`src/rtl/match_pair_tx.sv`:
```
// Output stage of the matcher: buffers matched pairs in a first-word fall-through FIFO,
// streams them out over valid/ready, tags each frame's last pair and reports per-frame counts.
module match_pair_tx #(
    parameter int DEPTH = 64,
    parameter int CNT_W = 12
) (
    input  logic             i_clk,
    input  logic             i_rst,
    input  logic             i_valid,
    input  logic [9:0]       i_src_coor_x,
    input  logic [9:0]       i_src_coor_y,
    input  logic [9:0]       i_dst_coor_x,
    input  logic [9:0]       i_dst_coor_y,
    input  logic             i_end,
    output logic             o_valid,
    input  logic             i_ready,
    output logic [39:0]      o_pair,
    output logic             o_last,
    output logic             o_frame_done,
    output logic [CNT_W-1:0] o_match_cnt,
    output logic [CNT_W-1:0] o_drop_cnt,
    output logic             o_full
);
    localparam int AW = $clog2(DEPTH);
    localparam int OW = AW + 1;
    localparam logic [OW-1:0]    OCC_FULL = OW'(DEPTH);
    localparam logic [OW-1:0]    OCC_ONE  = OW'(1);
    localparam logic [AW-1:0]    PTR_ONE  = AW'(1);
    localparam logic [CNT_W-1:0] CNT_ONE  = CNT_W'(1);

    typedef enum logic [1:0] {
        S_IDLE,
        S_COLLECT,
        S_DRAIN,
        S_DONE
    } state_t;

    state_t            state_q, state_d;
    logic [AW-1:0]     rd_ptr_q, rd_ptr_d;
    logic [AW-1:0]     wr_ptr_q, wr_ptr_d;
    logic [OW-1:0]     occ_q, occ_d;
    logic [CNT_W-1:0]  match_cnt_q, match_cnt_d;
    logic [CNT_W-1:0]  drop_cnt_q, drop_cnt_d;
    logic [39:0]       mem [DEPTH];

    logic valid;
    logic full;
    logic pop;
    logic wr;
    logic drop;
    logic frame_start;
    logic last_here;

    function automatic logic [CNT_W-1:0] sat_inc(input logic [CNT_W-1:0] v);
        return (&v) ? v : v + CNT_ONE;
    endfunction

    assign full        = (occ_q == OCC_FULL);
    assign valid       = (occ_q != '0) && (state_q != S_DONE);
    assign pop         = valid && i_ready;
    assign wr          = i_valid && !full && ((state_q == S_IDLE) || (state_q == S_COLLECT));
    assign drop        = i_valid && !wr;
    assign frame_start = (state_q == S_IDLE) && (i_valid || i_end);

    // An i_end with no new pair makes the single buffered pair final; tag it before it can leave untagged.
    assign last_here = (state_q == S_DRAIN) ||
                       ((state_q == S_COLLECT) && i_end && !i_valid);

    assign o_valid      = valid;
    assign o_pair       = valid ? mem[rd_ptr_q] : '0;
    assign o_last       = valid && (occ_q == OCC_ONE) && last_here;
    assign o_frame_done = (state_q == S_DONE);
    assign o_match_cnt  = match_cnt_q;
    assign o_drop_cnt   = drop_cnt_q;
    assign o_full       = full;

    always_comb begin
        rd_ptr_d = rd_ptr_q;
        wr_ptr_d = wr_ptr_q;
        occ_d    = occ_q;
        if (wr) begin
            wr_ptr_d = wr_ptr_q + PTR_ONE;
        end
        if (pop) begin
            rd_ptr_d = rd_ptr_q + PTR_ONE;
        end
        if (wr && !pop) begin
            occ_d = occ_q + OCC_ONE;
        end else if (pop && !wr) begin
            occ_d = occ_q - OCC_ONE;
        end
    end

    always_comb begin
        match_cnt_d = match_cnt_q;
        drop_cnt_d  = drop_cnt_q;
        if (frame_start) begin
            match_cnt_d = '0;
            drop_cnt_d  = '0;
        end
        if (wr) begin
            match_cnt_d = match_cnt_d + CNT_ONE;
        end
        if (drop) begin
            drop_cnt_d = sat_inc(drop_cnt_d);
        end
    end

    always_comb begin
        state_d = state_q;
        case (state_q)
            S_IDLE: begin
                if (i_end) begin
                    state_d = S_DRAIN;
                end else if (i_valid) begin
                    state_d = S_COLLECT;
                end
            end
            S_COLLECT: begin
                if (i_end) begin
                    state_d = S_DRAIN;
                end
            end
            S_DRAIN: begin
                if ((occ_q == '0) || ((occ_q == OCC_ONE) && pop)) begin
                    state_d = S_DONE;
                end
            end
            S_DONE: begin
                state_d = S_IDLE;
            end
            default: begin
                state_d = S_IDLE;
            end
        endcase
    end

    always_ff @(posedge i_clk or posedge i_rst) begin
        if (i_rst) begin
            state_q     <= S_IDLE;
            rd_ptr_q    <= '0;
            wr_ptr_q    <= '0;
            occ_q       <= '0;
            match_cnt_q <= '0;
            drop_cnt_q  <= '0;
        end else begin
            state_q     <= state_d;
            rd_ptr_q    <= rd_ptr_d;
            wr_ptr_q    <= wr_ptr_d;
            occ_q       <= occ_d;
            match_cnt_q <= match_cnt_d;
            drop_cnt_q  <= drop_cnt_d;
        end
    end

    // Pair storage carries no reset; validity comes entirely from the occupancy count.
    always_ff @(posedge i_clk) begin
        if (wr) begin
            mem[wr_ptr_q] <= {i_src_coor_x, i_src_coor_y, i_dst_coor_x, i_dst_coor_y};
        end
    end

endmodule

```
`config.mk`:
```
export PLATFORM = sky130hd
export DESIGN_NAME = match_pair_tx
export DESIGN_NICKNAME = d
export VERILOG_FILES = /design/src/rtl/match_pair_tx.sv
export SDC_FILE = /design/constraint.sdc
export NUM_CORES = 2
export LEC_CHECK = 0
export BUFFER_PORTS_ARGS = -buffer_cell sky130_fd_sc_hd__buf_2
export CORE_UTILIZATION = 62
export DETAILED_ROUTE_END_ITERATION = 8
export PLACE_DENSITY_LB_ADDON = 0.05
export SYNTH_ARGS = -nofsm -noshare
export SYNTH_HDL_FRONTEND = slang
export SYNTH_SLANG_ARGS = --single-unit
```
`constraint.sdc`:
```
create_clock -name i_clk -period 7.9 [get_ports i_clk]
set_input_delay 1.58 -clock i_clk [delete_from_list [all_inputs] [get_ports i_clk]]
set_output_delay 1.58 -clock i_clk [all_outputs]
set_load 0.01 [all_outputs]
```
After elaboration in Yosys (flattened, before gate mapping)
Memory sizes are Yosys's and may differ from the RTL's.
Cells that the tools add are included.

word-level totals
  logic and storage cells = 64
  register bits = 45
  input bits = 45
  output and inout port bits = 68
  RAM bits = 2,560
  memories kept = 1

cells by class
  reduce and logical (&&, ||, !) cells = 27
  add/subtract/negate cells = 6
  mux-type cells = 15
  equality and inequality tests = 9

memories
  name  words  width  read ports  clocked after Yosys merged registers in  wr ports  RTL line  text
  mem   64     40     1           0                                        1         44        logic [39:0] mem [DEPTH];

operator list
  cell                     number
  $mux W12                 5
  $mux W40                 1
  $add A12 B1 Y12 const B  2
  $mux W7                  2
  $logic_and A1 B1 Y1      13
  $add A6 B1 Y6 const B    2
  $reduce_and A12 Y1       1
  $mux W2                  4
  $pmux W2 S4              1
  $add A7 B1 Y7 const B    1
  $eq A7 B1 Y1 const B     1
  $eq A7 B7 Y1 const B     1
  $logic_not A7 Y1         1
  $reduce_bool A7 Y1       1
  $sub A7 B1 Y7 const B    1
  $eq A2 B2 Y1 const B     2
  $logic_not A1 Y1         4
  $logic_or A1 B1 Y1       4
  $ne A2 B2 Y1 const B     2
  $ne A3 B3 Y1 const B     1
  $reduce_and A3 Y1        1
  $eq A2 B1 Y1 const B     1
  $logic_not A2 Y1         1
  $mux W1                  2
  other kinds (2)          2

Longest topological paths before layout
  depth in word-level cells = 8
  mapped depth = 12

Least setup slack after synthesis
Ideal clock, no wire load.

  path type = input port to flip-flop
  start = in i_valid
  end = mem mem[62][0], enable pin
  buffers on the path = 2
  required time = 7,462 ps
  setup slack = 3,095 ps
  stages = 5
  data arrival time = 4,368 ps
  path through = buf_2 -> o211a_1 -> buf_1 -> nand4b_1 -> nor2_1

on the way
  cells in the longest elaborated chain, start to end = 4

RTL lines
  what                              RTL line  text
  start: declaration                9         input logic i_valid,
  $logic_and A1 B1 Y1 (2 in a row)  61        assign wr = i_valid && !full && ((state_q == S_IDLE) || (state_q == S_COLLECT));
  named net wr                      49        logic wr;
  $mux W1                           158       if (wr) begin
  $mux W1 (not written as such)     159       mem[wr_ptr_q] <= {i_src_coor_x, i_src_coor_y, i_dst_coor_x, i_dst_coor_y};
  end: declaration                  44

The timed path passes the listed nets, and every way through them passes these cells.

Worst setup path in the final report
  start = reg rd_ptr_q[0]
  end = out o_pair[4]

on the way
  cells in the longest elaborated chain, start to end = 2

RTL lines
  what                      RTL line  text
  start: declaration        39        logic [AW-1:0] rd_ptr_q, rd_ptr_d;
  start signal: assignment  148       rd_ptr_q <= rd_ptr_d;
  $mem_v2 Z64 W40           n/a
  $mux W40                  70        assign o_pair = valid ? mem[rd_ptr_q] : '0;
  end: declaration          17        output logic [39:0] o_pair,

Every way passes these cells.

==> results.cfg <==
[worst_hold_path]
worstHoldPathCells = 1
timing.hold.worst.class = flop to flop

[yosys]
netlist-cell-type-count = 57
synth_area_per_cell_um2 = 22.4
async_flop_share_pct = 1.73
post_synth_main_area_contributors = edfxtp_1 (77%), mux4_2 (14%), mux2i_1 (2.0%)
synth_ff_type = edfxtp_1
synth.largest_area_cell = edfxtp_1
synth-warning-count = 0
postSynthRegisterBits = 2605
post_synth_most_frequent_cells = edfxtp_1 (2560), mux4_2 (604), mux2i_1 (195)
syn_nets = 4498
most_frequently_used_cell_type_in_the_post_synthesis_netlist = edfxtp_1
synth.cell_area_um2 = 99600
yosys.area.top_type_share_pct = 77.2
syn-instance-count = 4441
synth_enable_flop_cells = 2560
synth-seq-area-share_pct = 78.3

[power]
intPower_uw = 27000
power-per-cell-area_nw_per_um2 = 349
share_clk_of_total_power_pct = 30.9
p_leak_uw = 0.0355
vdd_ir_drop_max_v = 0.000314
power.net_switching_uw = 12000
combinationalPowerShare_pct = 28.4
power_switching_share_pct = 30.9
pwr-share-seq_pct = 40.7

[setup_path]
r2r_depth = 8
max_stage_delay_cell_worst_path = a211oi_1
arrival_ns = 5.35
slowest_delay_ns = 1.10
cp_common_cell = buf_12
crit_fanout = 77
setup_crit_path_kind = flop to output pin
crit_path_start_kind = flop
crit_path_cell_trace = buf_12, buf_12, mux4_2, nor2b_1, a211oi_1, o41ai_1, buf_4, buf_2
required_ns = 6.32
setup.reg_to_reg.worst_slack_ns = 3.15
crit_path_end_kind = output pin

[clocking]
hold_fix_buffer_count_after_cts = 0
clk_latency_ns = 0.90
cts_made_buffers = 277
cts_sinks = 2605
clkSlewWorstSetupHoldPaths_ns = 0.06
ctsLongestPathBuffers = 4
cts_setup_buffers = 0
cts-resized-gates = 0
h-tree-depth = 5
clock_root_buffer = clkbuf_16
cts_tree = done

[placement]
dp_cells = 6548
port-buffer-count = 112
dp_worst_setup_slack_ns = 1.98
place_congestion = 0.832
detailedPlacementHpwl_mm = 143

[drt]
route.detailed.drc = 0
detail_route.iter0.violations = 6189
dr.pass1.iters = 6
avgRoutedWirePerCell_um = 35.4
drtAntennaViolNets = 0
detailroute.via_count = 48600
wirelength_mm = 248
post_drt_via_cell_ratio = 6.93

[grt]
grt_usage_pct = 31.2
grt_overflow_total = 0
wire_length_of_the_first_global_routing_pass_mm = 354
grt_pass1_vias = 48100
antenna_found_initial = 18
grt_start_max_net_pins = 107

[timing]
finalWorstPathRequiredPeriod_ns = 6.93
clock-skew-final_ns = 0.0335
drv_slew = 0
grt_setup_unrepaired = false
final_hold_viol_count = 0
slew_headroom_pct = 7.84
worst_pin_slew_ns = 1.37
tns_setup_ns = 0
maxClockFrequency_ghz = 0.144
finalSetupViolCount = 0
period_share_pct = 87.8
fin_ws_ns = 0.966

[finish]
final_cell_count_no_fill = 7010
design.final.nets = 4812
layout-area-overhead-vs-synth_pct = 12.4
n_fill_cell = 9430
final_util_pct = 70.5
layout-drive-gt1-share_pct = 27.0
antenna_cells_inserted = 0

[die]
standard_cell_rows = 146
dieArea_um2 = 162000
core_region_um2 = 159000
num_io_pins = 113
die_width_um = 403
chipHeight_um = 403
initial_core_util_pct = 62.7

[outcome]
outcome = complete, no violations

[run]
maxCapViolCount = 0
[per-stage QoR]
stage	area, um^2	hold slack (ns)	total power (uW)
after detailed placement	104000	0.490	27200
final	112000	0.492	39000
after global placement	104000	0.487	27200
after global routing	112000	0.527	40300
after floorplan	99600	0.460	22900
after CTS	112000	0.503	39100
[area by class of cell]
type	instances	area [um^2]	share of cell area, %
multi-input cells	1570	21000	18.8
clock buffers	355	7390	6.60
clock inverters	107	850	0.759
inverters	13	48.8	0.0436
repair buffers	288	2080	1.86
well taps	2072	2590	2.31
flip-flops and latches	2605	78000	69.7
[state kept, by name, indices dropped and copies added (netlist names)]
signal and flops:
rd_ptr_q 6, state_q 2, o_drop_cnt 12, wr_ptr_q 6
o_match_cnt 12, occ_q 7, mem 2560
[cells in the final DEF, fill, tap and decap left out, drive strengths merged, types with 74 or more instances in the layout]
cell type / instances
a211oi: 92
buf: 288
clkbuf: 355
clkinv: 89
edfxtp: 2560
mux2i: 195
mux4: 604
nand2: 74
nor2: 119
o22ai: 79
[metal layers]
metal	global-route usage, %	wire length, um	vias up
li1	-	-	19600
met1	46.2	97400	26000
met2	47.9	118000	2649
met3	7.54	27100	361
met4	7.50	5320	6
met5	0	41	-
[worst max-delay path: cells and delay by family, from the launching register on]
family	cells	cell delay (ns)
multiplexers	1	0.57
AO/OA/AOI/OAI	2	1.36
AND/OR/NAND/NOR	1	0.18
flip-flops	1	0.95
buffers and inverters	4	1.33
[power by group through the flow]
| stage | Sequential (uW) | Combinational, uW | Clock (uW) |
|---|---|---|---|
| global placement | 16200 | 11000 | 0 |
| floorplan | 15900 | 7040 | 0 |
| CTS | 15900 | 11100 | 12200 |
| detailed placement | 16200 | 11000 | 0 |
| finish | 15900 | 11100 | 12100 |
| global route | 15900 | 11600 | 12700 |
[cells by family after synthesis]
logic type | count (synthesis) | synth area share [%]
AOI/OAI and AO/OA | 417 | 2.99
xor gates and xnor gates | 27 | 0.237
adders and majority gates | 12 | 0.151
buffers and inverters | 266 | 1.19
DFF | 2605 | 78.3
muxes | 801 | 15.6
and+or+nand+nor | 313 | 1.49
[final timing paths]
path,from,to
worst max-delay path,rd_ptr_q[0]$_DFFE_PP0P_,o_pair[4]
worst max register to register,state_q[0]$_DFFE_PP0P_,mem[43][18]$_DFFE_PP_
max in group asynchronous,i_rst,rd_ptr_q[0]$_DFFE_PP0P_
worst min-delay path,occ_q[5]$_DFFE_PP0P_,occ_q[5]$_DFFE_PP0P_
worst min register to register,occ_q[5]$_DFFE_PP0P_,occ_q[5]$_DFFE_PP0P_
min in group asynchronous,i_rst,occ_q[5]$_DFFE_PP0P_
Note: power is estimated with default switching activity, not from simulation.
